**config.mk**
```make
export PLATFORM = sky130hd
export DESIGN_NAME = melody_sequencer
export DESIGN_NICKNAME = d
export VERILOG_FILES = /design/src/rtl/melody_sequencer.sv
export SDC_FILE = /design/constraint.sdc
export NUM_CORES = 1
export LEC_CHECK = 0
export ABC_AREA = 1
export CAP_MARGIN = 20
export CORE_UTILIZATION = 38
export DETAILED_ROUTE_END_ITERATION = 16
export PLACE_DENSITY_LB_ADDON = 0.2
export SKIP_LAST_GASP = 1
export SYNTH_ARGS = -nofsm -noshare
export SYNTH_HDL_FRONTEND = slang
export SYNTH_SLANG_ARGS = --single-unit
```
**constraint.sdc**
```tcl
create_clock -name clk -period 2.5 [get_ports clk]
set_clock_uncertainty 0.2 [all_clocks]
set_input_delay 0.625 -clock clk [delete_from_list [all_inputs] [get_ports clk]]
set_output_delay 0.625 -clock clk [all_outputs]
set_load 0.05 [all_outputs]
```
**src/rtl/melody_sequencer.sv**
```systemverilog
// melody_sequencer: walks the melody ROM, timing each entry in ticks and driving a square-wave speaker
module melody_sequencer #(
  parameter int LAST_INDEX = 48,
  parameter bit LOOP       = 1'b0,
  parameter int SILENT_MAX = 1
) (
  input  logic        clk,
  input  logic        reset_n,
  input  logic        play,
  input  logic        stop,
  input  logic        tick,
  input  logic [19:0] rom_note,
  input  logic [4:0]  rom_duration,
  output logic [9:0]  rom_addr,
  output logic        speaker,
  output logic        busy,
  output logic        done
);
  localparam logic [9:0]  LAST = 10'(LAST_INDEX);
  localparam logic [19:0] SIL  = 20'(SILENT_MAX);
  typedef enum logic [1:0] {IDLE, LOAD, PLAY} state_t;
  state_t      state, state_d;
  logic [19:0] note_q, note_d, half_cnt, half_d;
  logic [4:0]  dur_q, dur_d, tick_cnt, tick_d;
  logic [9:0]  addr_d;
  logic        spk_d, busy_d, done_d, silent, half_end, note_end, last;
  assign silent   = note_q <= SIL;
  assign half_end = half_cnt == note_q - 20'd1;
  assign note_end = tick && tick_cnt == dur_q - 5'd1;
  assign last     = rom_addr == LAST;
  always_comb begin
    state_d = state;
    note_d  = note_q;
    dur_d   = dur_q;
    tick_d  = tick_cnt;
    half_d  = half_cnt;
    addr_d  = rom_addr;
    spk_d   = speaker;
    done_d  = 1'b0;
    if (stop) begin
      state_d = IDLE;
      addr_d  = '0;
      spk_d   = 1'b0;
    end else begin
      case (state)
        IDLE: begin
          addr_d  = '0;
          spk_d   = 1'b0;
          state_d = play ? LOAD : IDLE;
        end
        LOAD: begin
          note_d  = rom_note;
          dur_d   = rom_duration == 5'd0 ? 5'd1 : rom_duration;
          tick_d  = '0;
          half_d  = '0;
          spk_d   = 1'b0;
          state_d = PLAY;
        end
        PLAY: begin
          if (note_end) begin
            spk_d   = 1'b0;
            addr_d  = last ? 10'd0 : rom_addr + 10'd1;
            state_d = (last && !LOOP) ? IDLE : LOAD;
            done_d  = last && !LOOP;
          end else begin
            tick_d = tick_cnt + 5'(tick);
            half_d = (silent || half_end) ? 20'd0 : half_cnt + 20'd1;
            spk_d  = !silent && (speaker ^ half_end);
          end
        end
        default: state_d = IDLE;
      endcase
    end
    busy_d = state_d != IDLE;
  end
  always_ff @(posedge clk or negedge reset_n) begin
    if (!reset_n) begin
      state    <= IDLE;
      note_q   <= '0;
      dur_q    <= '0;
      tick_cnt <= '0;
      half_cnt <= '0;
      rom_addr <= '0;
      speaker  <= 1'b0;
      busy     <= 1'b0;
      done     <= 1'b0;
    end else begin
      state    <= state_d;
      note_q   <= note_d;
      dur_q    <= dur_d;
      tick_cnt <= tick_d;
      half_cnt <= half_d;
      rom_addr <= addr_d;
      speaker  <= spk_d;
      busy     <= busy_d;
      done     <= done_d;
    end
  end
endmodule

```
==> summary.txt <==
Clocking
  • Clk pin slew, worst setup/hold paths: 60 ps
  • CTS Buf Count: 9
  • Skew-Pair Late Insertion Delay: 340 ps
  • H-Tree Depth: 3
  • CTS tree: yes
  • Clock Sinks: 65
  • Max Root-Sink Buffers: 2
  • Root Buffer: clkbuf_16

Global routing
  • Largest net degree at the start of global routing: 66
  • Total grt overflow: 0
  • Global-route wire length before repair: 20900 um
  • Vias in the first global route: 4374
  • Initial antenna violation count: 0
  • GRT Total Usage: 0.212

Route
  • Drc violations: 0
  • Drt pass-1 iters: 4
  • Vias per inst: 4.87
  • Post-DRT Antenna Nets: 0
  • Routed wire length: 12500 um
  • Wire per inst: 13.7 um
  • Via Count: 4429
  • DRT iter0 DRCs: 249

Power
  • Seq pwr share: 0.339
  • Leakage: 2.72 nW
  • Net Sw Frac: 0.406
  • Clk pwr share: 0.278
  • Combinational power share: 0.382
  • Pint: 0.00253 W
  • Pwr per Cell Area: 738 nW/um2
  • VDD IR-drop max: 0.405 mV
  • Sw power: 0.00173 W

Setup path
  • Worst r2r dst: half_cnt[6]
  • Required @ worst endpoint: 1670 ps
  • Max Fanout on Critical Path: 4
  • Reg-to-Reg Start: note_q[6]
  • Crit. End Element: output port
  • Flop2flop setup slack: 200 ps
  • Critical Path, Cell by Cell: clkdlybuf4s50_1
  • Kind of critical path: flop to output port
  • CP arrival: 1610 ps
  • Largest delay share family, worst path: buffers and inverters
  • CP max stage cell: clkdlybuf4s50_1
  • Worst setup SP type: flop
  • Reg2Reg Depth: 12
  • Buf/Inv on CP: 1
  • Worst path max stage delay: 830 ps

Cells and area
  • Final net count: 776
  • Share of cells above drive strength 1: 0.124
  • Layout fillers: 1197
  • Area Overhead vs Synth: 22.3%
  • Final Util: 0.477
  • N_diodes: 0

Die
  • Starting Density: 0.390
  • Core footprint: 12100 um2
  • Die height: 113 um
  • Total die area: 12800 um2
  • Top Ports: 43
  • Rows: 40
  • Die X-Extent: 113 um

Timing
  • Setup Viol. Count Final: 0
  • Worst-Margin Slew: 506 ps
  • Max Fclk: 0.411 GHz
  • Worst slew margin: 0.662
  • Final Hold Fails: 0
  • Fin crit period: 2430 ps
  • Hold_ws: 99.2 ps
  • Fin worst setup slack: 66.1 ps
  • Max-slew violations: 0
  • Period Utilization, post-route: 0.974
  • RSZ-0062 raised after global routing: yes

Logic synthesis
  • Adder-cell share of the synthesized area: 0.0213
  • Complex-gate fraction of the synthesized area: 0.0773
  • Yosys warns: 0
  • Synth Net Count: 716
  • Mux share of post-synthesis cell area: 0
  • FF+latch count, synth: 65
  • Syn Area/Cell: 6.94 um2
  • Mapped Cells: 678
  • Combinational family with the most area after synthesis: simple AND/OR/NAND/NOR gates
  • XOR/XNOR Fraction of Synth Area: 0.0611
  • Post-synthesis sequential area ratio: 0.345
  • Count of different cell masters after synthesis: 39
  • Post-synthesis cell area: 4710 um2
  • Simple-gate area share of the yosys netlist: 0.413

Hold path
  • Worst Hold Class: input port to asynchronous set/reset pin

Outcome
  • Outcome: completed

Place
  • Pre-CTS setup slack: -19.6 ps
  • DPL Wire Length: 9430 um
  • GP Congestion: 0.891
  • Count of buffers from port buffering: 42

Flow run
  • Max-cap violations: 0
-- synth_stat cells --
| cell | number | area, um2 |
|---|---|---|
| and2_1 | 1 | 6.26 |
| xor2_2 | 1 | 16.3 |
| buf_2 | 4 | 20.0 |
| nand3_1 | 42 | 210 |
| and3_1 | 2 | 12.5 |
| dfrtp_1 | 65 | 1630 |
| nor2_1 | 60 | 225 |
| nor2_2 | 8 | 50.1 |
| o41ai_1 | 1 | 8.76 |
| a41oi_1 | 1 | 8.76 |
| nand4_1 | 26 | 163 |
| o21ai_0 | 29 | 145 |
| inv_1 | 78 | 293 |
| o31ai_1 | 2 | 15.0 |
| o211ai_1 | 1 | 7.51 |
| o21ai_2 | 8 | 70.1 |
| nor4_1 | 5 | 31.3 |
| xnor2_1 | 13 | 114 |
| nor3_2 | 2 | 20.0 |
| ha_1 | 8 | 100 |
| nand3_4 | 1 | 17.5 |
| nor2_4 | 8 | 90.1 |
| nand2_2 | 7 | 43.8 |
| a22o_1 | 1 | 8.76 |
| o21ai_1 | 7 | 35.0 |
| nand2_4 | 6 | 67.6 |
| o21bai_1 | 1 | 7.51 |
| clkbuf_1 | 8 | 30.0 |
| nor2_8 | 2 | 40.0 |
| xor2_1 | 18 | 158 |
| nor3_1 | 11 | 55.1 |
| a21oi_1 | 8 | 40.0 |
| nand2_1 | 223 | 837 |
| and2_4 | 1 | 8.76 |
| o2111ai_1 | 1 | 8.76 |
| o221ai_1 | 1 | 8.76 |
| inv_2 | 5 | 18.8 |
| nand3b_1 | 9 | 67.6 |
| buf_4 | 3 | 22.5 |
-- worst max-delay path by stage --
stage	slack, ps	from	endpoint	depth (start not counted)
2_1_floorplan	320	rom_addr[0]	rom_addr[8]	7
4_1_cts	60	speaker	speaker	1
3_5_place_dp	-20	tick	rom_addr[7]	13
6_report	70	rom_addr[9]	rom_addr[9]	1
5_1_grt	-4	note_q[0]	half_cnt[6]	15
3_3_place_gp	-10	tick	rom_addr[4]	13
-- power by group through the flow --
stage / combinational, W / sequential, W / clock [W]
CTS: 0.00159 / 0.00144 / 0.00122
finish: 0.00163 / 0.00144 / 0.00118
global route: 0.00185 / 0.00147 / 0.00126
detailed placement: 0.00158 / 0.00146 / 0
floorplan: 0.00116 / 0.00142 / 0
global placement: 0.00156 / 0.00146 / 0
-- what timing repair did --
| item | in CTS | in global routing |
|---|---|---|
| resized for setup | 0 | 8 |
| setup endpoints to repair | 0 | 17 |
| buffers inserted | 0 | 2 |
| hold buffers | 0 | 0 |
-- layer usage --
layer / vias up / wire (um) / global-route usage
met2: 85 / 5800 / 0.356
met1: 2039 / 5860 / 0.265
met5: - / 0 / 0
li1: 2291 / - / -
met3: 14 / 615 / 0.0557
met4: 0 / 187 / 0.0658
-- metrics by stage --
| stage | cells | TNS, ps | area (um2) | power, W |
|---|---|---|---|---|
| 5_1_grt | 910 | -5.51 | 5760 | 0.00457 |
| 4_1_cts | 908 | 0 | 5710 | 0.00425 |
| 2_1_floorplan | 678 | 0 | 4710 | 0.00258 |
| 6_report | 910 | 0 | 5760 | 0.00425 |
| 3_3_place_gp | 893 | -21.3 | 5440 | 0.00302 |
| 3_5_place_dp | 893 | -20.5 | 5440 | 0.00304 |
-- cell usage in the layout (no fill, tap or decap), types with 11 or more instances in the layout --
cell type and count:
buf_4 20, clkdlybuf4s50_1 41, dfrtp_1 65, xor2_1 18, o21ai_0 29, nand4_1 26, nand2_1 223, nand3_1 42
inv_1 77, nor3_1 11, nor2_1 57, xnor2_1 13
-- cell families after synthesis --
logic type,Yosys count
AOI/OAI and AO/OA,61
xor gates and xnor gates,32
adders and majority gates,8
buffers and inverters,98
DFF,65
and+or+nand+nor,414
-- layout make-up --
class	count	area [um2]	area share
repair buffers	64	606	0.105
multi-input cells	515	2730	0.475
inverters	83	312	0.0541
flip-flops and latches	65	1630	0.282
clock buffers	10	239	0.0415
well taps	168	210	0.0365
clock inverters	5	32.5	0.00565
-- flip-flops by register name (all words and copies together) (netlist names) --
| signal | cells |
|---|---|
| tick_cnt | 5 |
| rom_addr | 10 |
| done | 1 |
| half_cnt | 20 |
| dur_q | 5 |
| speaker | 1 |
| busy | 1 |
| note_q | 20 |
| state | 2 |
Note: power is estimated with default switching activity, not from simulation.
